## src/rtl/rp_trg_sched.sv

```systemverilog
// Acquisition trigger scheduler: arm, pre-trigger fill, fixed-priority trigger
// arbitration, post-trigger fill and optional hold-off (RP_TRG_HOLDOFF_EN).
module rp_trg_sched #(
    parameter int CW = 32
) (
    input  logic          adc_clk_i,
    input  logic          adc_rst_i,
    input  logic          arm_i,
    input  logic          abort_i,
    input  logic          smp_val_i,
    input  logic [13:0]   trg_req_i,
    input  logic [13:0]   trg_mask_i,
    input  logic [CW-1:0] pre_cnt_i,
    input  logic [CW-1:0] post_cnt_i,
    input  logic [CW-1:0] holdoff_i,
    output logic [3:0]    set_trg_src_o,
    output logic          set_trg_new_o,
    output logic [1:0]    dly_sel_o,
    output logic          acq_en_o,
    output logic [2:0]    state_o,
    output logic          done_o
);

    typedef enum logic [2:0] {
        IDLE  = 3'd0,
        PRE   = 3'd1,
        ARMED = 3'd2,
        POST  = 3'd3,
        HOLD  = 3'd4
    } state_t;

    state_t        state_q, state_d;
    logic [CW-1:0] cnt_q, cnt_d;
    logic [CW-1:0] pre_sh_q, pre_sh_d;
    logic [CW-1:0] post_sh_q, post_sh_d;
    logic [3:0]    src_q, src_d;
    logic [1:0]    dly_q, dly_d;
    logic          new_q, new_d;
    logic          done_q, done_d;
    logic          acq_q;
    logic [13:0]   req_m;
    logic [3:0]    win;
    logic          post_last;
`ifdef RP_TRG_HOLDOFF_EN
    logic [CW-1:0] hold_sh_q, hold_sh_d;
`else
    logic          unused_holdoff;
    assign unused_holdoff = ^holdoff_i;
`endif

    // Lowest set index wins; bit 0 is never a valid source.
    function automatic logic [3:0] prio_enc(input logic [13:0] v);
        logic [3:0] enc;
        enc = 4'd0;
        for (int k = 13; k >= 1; k--) begin
            if (v[k]) enc = 4'(k);
        end
        return enc;
    endfunction

    function automatic logic [1:0] dly_map(input logic [3:0] code, input logic [1:0] prev);
        logic [1:0] sel;
        sel = prev;
        if ((code >= 4'd2 && code <= 4'd5) || (code >= 4'd10 && code <= 4'd13)) sel = 2'd1;
        else if (code >= 4'd6 && code <= 4'd9) sel = 2'd2;
        return sel;
    endfunction

    assign req_m     = trg_req_i & trg_mask_i & 14'h3FFE;
    assign win       = prio_enc(req_m);
    assign post_last = (post_sh_q == '0) || (cnt_q == post_sh_q - CW'(1));

    always_comb begin
        state_d   = state_q;
        cnt_d     = cnt_q;
        pre_sh_d  = pre_sh_q;
        post_sh_d = post_sh_q;
`ifdef RP_TRG_HOLDOFF_EN
        hold_sh_d = hold_sh_q;
`endif
        src_d     = src_q;
        dly_d     = dly_q;
        new_d     = 1'b0;
        done_d    = 1'b0;
        if (abort_i) begin
            state_d = IDLE;
            cnt_d   = '0;
        end else begin
            case (state_q)
                IDLE: begin
                    if (arm_i) begin
                        pre_sh_d  = pre_cnt_i;
                        post_sh_d = post_cnt_i;
`ifdef RP_TRG_HOLDOFF_EN
                        hold_sh_d = holdoff_i;
`endif
                        cnt_d     = '0;
                        state_d   = (pre_cnt_i == '0) ? ARMED : PRE;
                    end
                end
                PRE: begin
                    if (smp_val_i) begin
                        if (cnt_q == pre_sh_q - CW'(1)) begin
                            state_d = ARMED;
                            cnt_d   = '0;
                        end else begin
                            cnt_d = cnt_q + CW'(1);
                        end
                    end
                end
                ARMED: begin
                    if (req_m != '0) begin
                        src_d   = win;
                        dly_d   = dly_map(win, dly_q);
                        new_d   = 1'b1;
                        cnt_d   = '0;
                        state_d = POST;
                    end
                end
                POST: begin
                    if (smp_val_i) begin
                        if (post_last) begin
                            done_d = 1'b1;
                            cnt_d  = '0;
`ifdef RP_TRG_HOLDOFF_EN
                            state_d = HOLD;
`else
                            state_d = IDLE;
`endif
                        end else begin
                            cnt_d = cnt_q + CW'(1);
                        end
                    end
                end
`ifdef RP_TRG_HOLDOFF_EN
                HOLD: begin
                    if ((hold_sh_q == '0) || (cnt_q == hold_sh_q - CW'(1))) begin
                        state_d = IDLE;
                        cnt_d   = '0;
                    end else begin
                        cnt_d = cnt_q + CW'(1);
                    end
                end
`endif
                default: begin
                    state_d = IDLE;
                    cnt_d   = '0;
                end
            endcase
        end
    end

    always_ff @(posedge adc_clk_i or posedge adc_rst_i) begin
        if (adc_rst_i) begin
            state_q   <= IDLE;
            cnt_q     <= '0;
            pre_sh_q  <= '0;
            post_sh_q <= '0;
`ifdef RP_TRG_HOLDOFF_EN
            hold_sh_q <= '0;
`endif
            src_q     <= 4'd0;
            dly_q     <= 2'd0;
            new_q     <= 1'b0;
            done_q    <= 1'b0;
            acq_q     <= 1'b0;
        end else begin
            state_q   <= state_d;
            cnt_q     <= cnt_d;
            pre_sh_q  <= pre_sh_d;
            post_sh_q <= post_sh_d;
`ifdef RP_TRG_HOLDOFF_EN
            hold_sh_q <= hold_sh_d;
`endif
            src_q     <= src_d;
            dly_q     <= dly_d;
            new_q     <= new_d;
            done_q    <= done_d;
            acq_q     <= (state_d == PRE) || (state_d == ARMED) || (state_d == POST);
        end
    end

    assign state_o       = state_q;
    assign set_trg_src_o = src_q;
    assign set_trg_new_o = new_q;
    assign dly_sel_o     = dly_q;
    assign acq_en_o      = acq_q;
    assign done_o        = done_q;

endmodule

```

## config.mk

```make
export PLATFORM = sky130hd
export DESIGN_NAME = rp_trg_sched
export DESIGN_NICKNAME = d
export VERILOG_FILES = /design/src/rtl/rp_trg_sched.sv
export SDC_FILE = /design/constraint.sdc
export NUM_CORES = 1
export LEC_CHECK = 0
export CORE_MARGIN = 3
export CORE_UTILIZATION = 45
export CTS_BUF_LIST = sky130_fd_sc_hd__clkbuf_8 sky130_fd_sc_hd__clkbuf_16
export CTS_CLUSTER_SIZE = 14
export DETAILED_ROUTE_END_ITERATION = 10
export PLACE_DENSITY = 0.72
export SLEW_MARGIN = 40
export SYNTH_ARGS = -nofsm -noshare
export SYNTH_HDL_FRONTEND = slang
export SYNTH_SLANG_ARGS = --single-unit
```

## constraint.sdc

```tcl
create_clock -name adc_clk_i -period 12.16 [get_ports adc_clk_i]
set_input_delay 1.216 -clock adc_clk_i [delete_from_list [all_inputs] [get_ports adc_clk_i]]
set_output_delay 1.216 -clock adc_clk_i [all_outputs]
set_load 0.1 [all_outputs]
```

==> reports/qor.yml <==
cts:
  htree_levels: 3
  cts.sinks: 108
  insertion_delay_ns: 0.36
  clk_pin_slew_ns: 0.07
  cts_buffer_depth: 2
  cts_setup_buffers: 0
  cts_root_buf: "clkbuf_16"
  cts_buffers: 9
  cts_tree: "yes"
  cts_resized: 0
  cts_hold_buffers: 0
sta:
  final.min_clock_period_ns: 4.468
  hold_viol_final: 0
  clock_skew_ns: 0.01195
  setup_ws_ns: 7.692
  max_freq_ghz: 0.2238
  setup_viol: 0
  min_period_over_period: 0.3674
  fin_tns_setup_ns: 0
  maxSlewHeadroom: 0.4829
  slew_violations: 0
  worst_pin_slew_ns: 0.7686
  rsz0062_at_grt: "false"
critical_path:
  critPathMaxFanout: 27
  end_kind: "flip-flop"
  worst_ep_required_time_ns: 12.39
  crit_path_start_kind: "flip-flop"
  arrival_ns: 4.70
  path_class: "flip-flop to flip-flop"
synth:
  synth_area_um2: 7905
  synth.distinct_cells: 68
  synth_seq_cells: 108
  yosysTopAreaCellShare: 0.3419
  postSynthAreaPerCell_um2: 8.716
  syn_inst: 907
  synth.area.top_cells: "dfrtp_1 (34%), mux2_2 (9.7%), xnor2_1 (4.5%), nand2_1 (4.3%), xor2_1 (3.8%)"
  yosysWarningCount: 0
  synth_area_leader_cell: "dfrtp_1"
  ys_seq_area_frac: 0.3419
  syn-num-nets: 1041
  async_reset_ff_frac: 1.000
  ys.flop_type: "dfrtp_1"
  synth_edf_count: 0
floorplan:
  start_util: 0.4684
  die_area_um2: 19190
  coreArea_um2: 16880
  die_h_um: 138.5
  die_w_um: 138.5
  ios: 141
  fp-row-count: 47
final_layout:
  multi_input_area_um2: 4887
  fillers: 1589
  n_antenna_cell: 0
  area_growth_pct: 17.14
  drive_above_1_share: 0.1290
  fin_nets: 1098
  layout_common_cells: "dfrtp_1 (108), clkdlybuf4s50_1 (94), nand2_1 (90)"
  regArea_um2: 2703
  finalNonFillerCells: 1189
  final_common_cell: "dfrtp_1"
pwr:
  pwr_density_cell_nw_per_um2: 111.8
  p_total_mw: 1.036
  vdd_drop_max_mv: 0.08931
  leakage_nw: 3.456
placed_design:
  pre_cts_ws_ns: 7.749
  gp_congestion: 0.9022
  place_hpwl_mm: 15.43
  port_buffers: 106
  placed_cells: 1173
flow_run:
  cap_viol_max_count: 0
route:
  drc_errors: 0
  wl_per_cell_um: 16.93
  drt_iter0_drc: 488
  drt-vias-per-instance: 5.981
  routed_wl_mm: 20.13
  vias: 7111
  firstDrtPassIters: 5
  ant_nets: 0
global_routing:
  antenna_found_initial: 0
  grt_pass1_wl_mm: 33.58
  first_global_vias: 6654
  grt_start_max_net_pins: 69
  grtUsageTotal: 0.2085
  grt-ovfl-total: 0
status:
  status: "finished, final reports clean"
hold_path:
  hold_class: "flip-flop to flip-flop"
## power by group
part / internal [mW] / switching [mW]
Sequential: 0.403 / 0.0784
Combinational: 0.142 / 0.128
Clock: 0.142 / 0.141
Total: 0.688 / 0.348
## layer usage
metal,global-route usage,share of wire,vias to the layer above
met3,0.04034,0.041,33
li1,-,-,3508
met1,0.2873,0.47,3394
met2,0.3350,0.46,176
met5,0,0,-
met4,0.06188,0.022,0
## flip-flops by register name (all words and copies together) (netlist names)
name	count
set_trg_src_o	4
state_o	3
cnt_q	32
done_o	1
dly_sel_o	2
set_trg_new_o	1
pre_sh_q	32
acq_en_o	1
post_sh_q	32
## cells by family after synthesis
family,share of synthesized area
simple gates,0.2941
compound gates,0.1268
flops,0.3419
buf+inv,0.04258
xor+xnor,0.08310
mux,0.1032
fa+ha+maj,0.007914
other cells,0.0004744
## cells in the mapped netlist, types with 17 or more instances
master / number
dfrtp_1: 108
nand2_1: 91
mux2_2: 68
clkbuf_1: 60
nand3_1: 51
nor2_1: 48
xnor2_1: 41
nor4_1: 36
xor2_1: 34
nor3_1: 29
or4_1: 28
nand4_1: 25
o21ai_0: 23
a21oi_1: 21
and3_1: 21
inv_1: 18
o211ai_1: 17
## through the flow
stage / area [µm²] / hold slack, ns / utilization
4_1_cts: 9260 / 0.5190 / 0.5487
6_report: 9260 / 0.5121 / 0.5487
5_1_grt: 9260 / 0.5377 / 0.5487
3_5_place_dp: 8977 / 0.4968 / 0.5319
3_3_place_gp: 9012 / 0.5023 / 0.5340
2_1_floorplan: 7905 / 0.5011 / -
## layout make-up
cell class	instances	share of cell area
well taps	220	0.02973
multi-input cells	716	0.5278
repair buffers	111	0.1126
flip-flops and latches	108	0.2919
clock buffers	9	0.02432
clock inverters	7	0.006215
inverters	18	0.007567
## path summary, 6_finish.rpt
check	start	to	slack, ns	cells past startpoint
worst min-delay path	set_trg_src_o[2]	set_trg_src_o[2]	0.51	1
worst min register to register	set_trg_src_o[2]	set_trg_src_o[2]	0.51	1
max in group asynchronous	adc_rst_i	post_sh_q[16]	9.96	3
worst max register to register	post_sh_q[0]	cnt_q[20]	7.69	11
min in group asynchronous	adc_rst_i	state_o[2]	1.23	2
worst max-delay path	post_sh_q[0]	cnt_q[20]	7.69	11
## critical path, stage by stage, from the launching register on
cell	delay, ns
dfrtp_1	0.46
inv_1	0.11
ha_1	0.29
nor3b_1	0.55
nand2_1	0.26
or4_1	0.56
and4b_1	0.22
o211ai_1	0.11
nor4bb_1	0.10
o21ai_1	0.56
nand3_2	0.58
o311ai_0	0.53
Note: power is estimated with default switching activity, not from simulation.
